===== src/rtl/dtg_pkg.sv =====
// Shared types and default 1024x768 @ 60 Hz timing for the display timing generator.
package dtg_pkg;

    localparam int DEF_H_PIXELS = 1024;
    localparam int DEF_H_FP     = 24;
    localparam int DEF_H_SYNC   = 136;
    localparam int DEF_H_BP     = 160;
    localparam int DEF_V_PIXELS = 768;
    localparam int DEF_V_FP     = 3;
    localparam int DEF_V_SYNC   = 6;
    localparam int DEF_V_BP     = 29;
    localparam logic DEF_SYNC_ACTIVE = 1'b0;

    localparam int H_T = DEF_H_PIXELS + DEF_H_FP + DEF_H_SYNC + DEF_H_BP;
    localparam int V_T = DEF_V_PIXELS + DEF_V_FP + DEF_V_SYNC + DEF_V_BP;

    localparam int H_SYNC_START = DEF_H_PIXELS + DEF_H_FP;
    localparam int H_SYNC_END   = H_SYNC_START + DEF_H_SYNC - 1;
    localparam int V_SYNC_START = DEF_V_PIXELS + DEF_V_FP;
    localparam int V_SYNC_END   = V_SYNC_START + DEF_V_SYNC - 1;

    typedef enum logic [1:0] {PH_ACTIVE, PH_FP, PH_SYNC, PH_BP} phase_e;

    typedef logic [11:0] cnt_t;

endpackage


===== src/rtl/dtg_if.sv =====
// Video timing bundle from the timing generator to the overlay and map-lookup stages.
interface dtg_if;
    import dtg_pkg::*;

    logic horiz_sync;
    logic vert_sync;
    logic video_on;
    cnt_t pixel_row;
    cnt_t pixel_column;
    logic frame_tick;

    modport master (
        output horiz_sync, vert_sync, video_on, pixel_row, pixel_column, frame_tick
    );

    modport slave (
        input horiz_sync, vert_sync, video_on, pixel_row, pixel_column, frame_tick
    );

endinterface


===== src/rtl/dtg_phase_counter.sv =====
// Free-running wrap counter with a four-phase (active/fp/sync/bp) FSM; used for both axes.
module dtg_phase_counter
    import dtg_pkg::*;
#(
    parameter int ACTIVE = DEF_H_PIXELS,
    parameter int FP     = DEF_H_FP,
    parameter int SYNC   = DEF_H_SYNC,
    parameter int BP     = DEF_H_BP
) (
    input  logic   clk,
    input  logic   reset,
    input  logic   en,
    output cnt_t   count,
    output phase_e phase,   // phase of the count that loads on the next edge
    output logic   wrap
);

    localparam cnt_t LAST_ACT  = cnt_t'(ACTIVE - 1);
    localparam cnt_t LAST_FP   = cnt_t'(ACTIVE + FP - 1);
    localparam cnt_t LAST_SYNC = cnt_t'(ACTIVE + FP + SYNC - 1);
    localparam cnt_t LAST      = cnt_t'(ACTIVE + FP + SYNC + BP - 1);

    cnt_t   count_q, count_d;
    phase_e phase_q, phase_d;

    always_comb begin
        count_d = count_q;
        phase_d = phase_q;
        if (en) begin
            count_d = (count_q == LAST) ? '0 : count_q + 1'b1;
            unique case (phase_q)
                PH_ACTIVE: if (count_q == LAST_ACT)  phase_d = PH_FP;
                PH_FP:     if (count_q == LAST_FP)   phase_d = PH_SYNC;
                PH_SYNC:   if (count_q == LAST_SYNC) phase_d = PH_BP;
                PH_BP:     if (count_q == LAST)      phase_d = PH_ACTIVE;
                default:                             phase_d = PH_ACTIVE;
            endcase
        end
    end

    always_ff @(posedge clk) begin
        if (reset) begin
            count_q <= '0;
            phase_q <= PH_ACTIVE;
        end else begin
            count_q <= count_d;
            phase_q <= phase_d;
        end
    end

    assign count = count_q;
    assign phase = phase_d;
    assign wrap  = en && (count_q == LAST);

endmodule


===== src/rtl/dtg.sv =====
// Display timing generator: row/column counters plus registered sync, blank and frame strobes.
// Optional DTG_PIPE_ALIGN_EN delays syncs and video_on by one clock to match registered pixel data.
module dtg
    import dtg_pkg::*;
#(
    parameter int   H_PIXELS    = DEF_H_PIXELS,
    parameter int   H_FP        = DEF_H_FP,
    parameter int   H_SYNC      = DEF_H_SYNC,
    parameter int   H_BP        = DEF_H_BP,
    parameter int   V_PIXELS    = DEF_V_PIXELS,
    parameter int   V_FP        = DEF_V_FP,
    parameter int   V_SYNC      = DEF_V_SYNC,
    parameter int   V_BP        = DEF_V_BP,
    parameter logic SYNC_ACTIVE = DEF_SYNC_ACTIVE
) (
    input  logic clk,
    input  logic reset,
    dtg_if.master vga
);

    cnt_t   h_count, v_count;
    phase_e h_phase_d, v_phase_d;
    logic   h_wrap, v_wrap;

    dtg_phase_counter #(
        .ACTIVE(H_PIXELS), .FP(H_FP), .SYNC(H_SYNC), .BP(H_BP)
    ) u_horiz (
        .clk(clk), .reset(reset), .en(1'b1),
        .count(h_count), .phase(h_phase_d), .wrap(h_wrap)
    );

    dtg_phase_counter #(
        .ACTIVE(V_PIXELS), .FP(V_FP), .SYNC(V_SYNC), .BP(V_BP)
    ) u_vert (
        .clk(clk), .reset(reset), .en(h_wrap),
        .count(v_count), .phase(v_phase_d), .wrap(v_wrap)
    );

    logic hs_q, vs_q, vo_q, ft_q;

    // Decoding next-state phases keeps the strobes coincident with the counters.
    always_ff @(posedge clk) begin
        if (reset) begin
            hs_q <= ~SYNC_ACTIVE;
            vs_q <= ~SYNC_ACTIVE;
            vo_q <= 1'b0;
            ft_q <= 1'b0;
        end else begin
            hs_q <= (h_phase_d == PH_SYNC) ? SYNC_ACTIVE : ~SYNC_ACTIVE;
            vs_q <= (v_phase_d == PH_SYNC) ? SYNC_ACTIVE : ~SYNC_ACTIVE;
            vo_q <= (h_phase_d == PH_ACTIVE) && (v_phase_d == PH_ACTIVE);
            ft_q <= v_wrap;
        end
    end

`ifdef DTG_PIPE_ALIGN_EN
    logic hs_p_q, vs_p_q, vo_p_q;

    always_ff @(posedge clk) begin
        if (reset) begin
            hs_p_q <= ~SYNC_ACTIVE;
            vs_p_q <= ~SYNC_ACTIVE;
            vo_p_q <= 1'b0;
        end else begin
            hs_p_q <= hs_q;
            vs_p_q <= vs_q;
            vo_p_q <= vo_q;
        end
    end

    assign vga.horiz_sync = hs_p_q;
    assign vga.vert_sync  = vs_p_q;
    assign vga.video_on   = vo_p_q;
`else
    assign vga.horiz_sync = hs_q;
    assign vga.vert_sync  = vs_q;
    assign vga.video_on   = vo_q;
`endif

    assign vga.pixel_row    = v_count;
    assign vga.pixel_column = h_count;
    assign vga.frame_tick   = ft_q;

endmodule

===== src/flat_wrapper.sv =====
// flat-port wrapper written by rule: the top's interface ports become plain ports
module dtg_flat import dtg_pkg::*;
#(
    parameter int   H_PIXELS    = DEF_H_PIXELS,
    parameter int   H_FP        = DEF_H_FP,
    parameter int   H_SYNC      = DEF_H_SYNC,
    parameter int   H_BP        = DEF_H_BP,
    parameter int   V_PIXELS    = DEF_V_PIXELS,
    parameter int   V_FP        = DEF_V_FP,
    parameter int   V_SYNC      = DEF_V_SYNC,
    parameter int   V_BP        = DEF_V_BP,
    parameter logic SYNC_ACTIVE = DEF_SYNC_ACTIVE
)
  (clk, reset, vga_horiz_sync, vga_vert_sync, vga_video_on, vga_pixel_row, vga_pixel_column, vga_frame_tick);
  dtg_if vga_i ();
  input  logic clk;
  input  logic reset;
  output wire logic [$bits(vga_i.horiz_sync)-1:0] vga_horiz_sync;
  output wire logic [$bits(vga_i.vert_sync)-1:0] vga_vert_sync;
  output wire logic [$bits(vga_i.video_on)-1:0] vga_video_on;
  output wire logic [$bits(vga_i.pixel_row)-1:0] vga_pixel_row;
  output wire logic [$bits(vga_i.pixel_column)-1:0] vga_pixel_column;
  output wire logic [$bits(vga_i.frame_tick)-1:0] vga_frame_tick;
  assign vga_horiz_sync = vga_i.horiz_sync;
  assign vga_vert_sync = vga_i.vert_sync;
  assign vga_video_on = vga_i.video_on;
  assign vga_pixel_row = vga_i.pixel_row;
  assign vga_pixel_column = vga_i.pixel_column;
  assign vga_frame_tick = vga_i.frame_tick;
  dtg #(.H_PIXELS(H_PIXELS), .H_FP(H_FP), .H_SYNC(H_SYNC), .H_BP(H_BP), .V_PIXELS(V_PIXELS), .V_FP(V_FP), .V_SYNC(V_SYNC), .V_BP(V_BP), .SYNC_ACTIVE(SYNC_ACTIVE)) u_core (.clk(clk), .reset(reset), .vga(vga_i));
endmodule

===== config.mk =====
export PLATFORM = sky130hd
export DESIGN_NAME = dtg_flat
export DESIGN_NICKNAME = d
export VERILOG_FILES = /design/src/rtl/dtg_pkg.sv /design/src/rtl/dtg_if.sv /design/src/rtl/dtg_phase_counter.sv /design/src/rtl/dtg.sv /design/src/flat_wrapper.sv
export SDC_FILE = /design/constraint.sdc
export NUM_CORES = 1
export LEC_CHECK = 0
export CORE_ASPECT_RATIO = 1.4
export CORE_UTILIZATION = 45
export DETAILED_ROUTE_END_ITERATION = 10
export GPL_TIMING_DRIVEN = 0
export PLACE_DENSITY = 0.69
export SLEW_MARGIN = 20
export SYNTH_ARGS = -nofsm -noshare
export SYNTH_HDL_FRONTEND = slang
export SYNTH_SLANG_ARGS = --single-unit

===== constraint.sdc =====
create_clock -name clk -period 3.15 [get_ports clk]
set_input_delay 0.63 -clock clk [delete_from_list [all_inputs] [get_ports clk]]
set_output_delay 0.63 -clock clk [all_outputs]
set_load 0.03 [all_outputs]

==> run metrics, run 1 <==
WL/cell=13.7 um; Switch Pwr=0.000154 W; Vias=1,313; CTS sink count=32; post-synth cell types=35; Worst path slowest cell=clkdlybuf4s50_1; cell area power density=369 nW/um2; Arr. time, crit path=1.49 ns; Vert. Die Dim=71.3 um; cells after synthesis=174; register bit total from synthesis=32; share of cells above drive strength 1=0.0580; first-pass GRT wire length=5610 um; hpwl dp=2450 um; peak supply drop=0.000369 V; Final setup viols=0; Switching Fraction=0.215; FP Rows=24; clock latency at the later pin of the worst-skew pair=0.28 ns; Root Buffer=clkbuf_8; CP peak stage delay=0.73 ns; Mean Syn Cell Area=8.86 um2; Final Cycle Share=0.672; Slew @ Worst Pin=0.492 ns; Area contributors post-synth=dfxtp_1 42%, nor2_1 6.8%, xnor2_1 6.8%; vias in the first global route=1,296; CP Max Fanout=8; CTS clk-pin slew, worst paths=0.06 ns; Area Overhead vs Synth=25.8%; largest net degree at the start of global routing=11; Net Count, Synth=181; clock period minus worst slack=2.12 ns; worst hold slack=0.474 ns; GR Overflow Total=0; fin util=0.609; I/O Pins=30; gpl congestion=0.770; die width=51.5 um; htree depth=2; Synth area leader=dfxtp_1; cells on worst reg2reg path=6; Core Region=3180 um2; die area=3670 um2; Post-CTS Setup Inserts=0; sum of negative setup slack=0 ns; Synth Flop Type=dfxtp_1; drt first pass iters=4; status=finished, final reports clean; Routed Antenna Nets=0; RSZ-0062 raised after global routing=false; starting DRC count in detailed routing=38; HP Class=flop to flop; post-CTS sizing=0; Reg power frac=0.576; P_int=0.000562 W; Total Routed Length=3370 um; worst relative slew slack=0.669; n_diodes=0; Bufs and invs on worst path=1; max-slew violations=0; asr flop ratio synth=0; PortBufs=28; starting density of the core=0.484; initial antenna violation count=0; synth warn=0; Clock Tree Buf Depth=2; GRT Util Overall=0.205; vias per cell=5.34; cell class contributing the biggest share of worst-path delay=buffers and inverters; Worst Setup End Kind=primary output; synthesized area=1540 um2; NumNets Final=216; DRC Markers=0; TritonCTS clock tree=built; Hold Buf Count CTS=0; number of hold violations in the final report=0; max_cap viols=0; clock skew=0.00424 ns; Hold Crit Depth=1; top cell type's share of synthesized area=0.416; kind of critical path=flop to primary output; Clock Power Share=0.381; CP Launch Type=flop; crit path cell chain=clkdlybuf4s50_1; CTS buffer count=5; Logic pwr share=0.043; Leak=0.667 nW; CP Data Required Time=2.52 ns; Post-synth EDFFs=0; Levels on crit path=1; Peak Freq=472 MHz; sequential element share of the synthesized area=0.416
## final timing paths
kind	startpoint	endpoint	slack (ns)
worst min register to register	u_core.u_horiz.count[0]	u_core.u_horiz.count[0]	0.47
worst max register to register	u_core.u_horiz.count[0]	u_core.vga.video_on	1.10
worst max-delay path	u_core.u_horiz.count[7]	vga_pixel_column[7]	1.03
worst min-delay path	u_core.u_horiz.count[0]	u_core.u_horiz.count[0]	0.47
## Yosys cell counts (3+ instances only)
cell type  count
ha_1           5
and4_1         3
xnor2_1       12
dfxtp_1       32
nor2_1        28
nor3b_1        4
a21oi_1        3
xor2_1         9
nand2_1       14
nand4_1        4
inv_1          7
nor2b_1        3
o21ai_0        3
nand3_1        9
and3_1         3
nor3_1         5
buf_2          3
nor4_1         4
## final cells by class
cell class / instances / area [um2]
fill: 302 / 1240
multi-input combinational: 130 / 852
sequential: 32 / 641
timing repair buffer: 28 / 280
clock buffer: 5 / 68.8
tap: 39 / 48.8
inverter: 7 / 26.3
buffer: 5 / 22.5
## power by group through the flow
stage	Combinational, W	Clock (W)	Sequential [W]
2_1_floorplan	0.0000119	0	0.000429
3_3_place_gp	0.0000302	0	0.000421
3_5_place_dp	0.0000307	0	0.000422
4_1_cts	0.0000309	0.000282	0.000413
5_1_grt	0.0000339	0.000297	0.000413
6_report	0.0000309	0.000273	0.000413
## flip-flops by register name, indices dropped and copies added, names as in the netlist
name	flops
u_core.u_horiz.count	12
u_core.u_horiz.phase_q	2
u_core.u_vert.count	12
u_core.u_vert.phase_q	2
u_core.vga.frame_tick	1
u_core.vga.horiz_sync	1
u_core.vga.vert_sync	1
u_core.vga.video_on	1
## metal layers
metal  routed length (um)  GRT usage  vias to the layer above  part of all wire
met4                   66     0.0991                        0             0.020
met2                 1790      0.375                       26              0.53
li1                     -          -                      665                 -
met3                  101     0.0510                        4             0.030
met5                    0          0                        -                 0
met1                 1410      0.209                      618              0.42
## cells in the final DEF (no fill, tap or decap), types with 3 or more instances in the layout
cell and n:
clkdlybuf4s50_1 28, nand2_1 14, nand4_1 4, and4_1 3, clkbuf_8 5, a21oi_1 3
inv_1 7, xor2_1 9, nor3b_1 4, nand3_1 9, and3_1 3, ha_1 5
xnor2_1 12, nor2_1 28, nor4_1 4, o21ai_0 3, buf_2 3, dfxtp_1 32
nor2b_1 3, nor3_1 5
## kinds of logic (layout without fill, tap and decap cells)
group / after synthesis / in the layout / share of synthesized area
AOI/OAI and AO/OA: 16 / 16 / 0.0771
xor gates and xnor gates: 21 / 21 / 0.119
adders and majority gates: 5 / 5 / 0.0406
buffers and inverters: 12 / 45 / 0.0317
DFF: 32 / 32 / 0.416
and+or+nand+nor: 88 / 88 / 0.316
## metrics by stage
stage                     total power [W]  area, um2  cells  setup slack [ns]
after detailed placement         0.000452       1870    241              1.14
after CTS                        0.000726       1940    246              1.03
after floorplan                  0.000440       1540    174              1.11
after global placement           0.000451       1870    241              1.15
final                            0.000716       1940    246              1.03
after global routing             0.000744       1940    246             0.968
No activity file was read; power rests on OpenSTA's default activity.
==> run 2, diff against run 1 <==
==> constraint.sdc (replaced) <==
create_clock -name clk -period 2.17 [get_ports clk]
set_input_delay 0.434 -clock clk [delete_from_list [all_inputs] [get_ports clk]]
set_output_delay 0.434 -clock clk [all_outputs]
set_load 0.03 [all_outputs]
==> results of run 2 <==
The final DEF is identical to that of run 1. Status: finished, final reports clean.
Among the figures that moved: setup slack after placement 1.14 ns -> 0.156 ns; setup slack after layout 1.03 ns -> 0.119 ns; start point of the critical path u_core.u_horiz.count[7] -> u_core.u_horiz.count[0]; end point of the critical path vga_pixel_column[7] -> u_core.vga.video_on; register-to-register setup slack 1.10 ns -> 0.12 ns; total power 0.000716 W -> 0.00104 W; worst IR drop on VDD 0.000369 V -> 0.000536 V
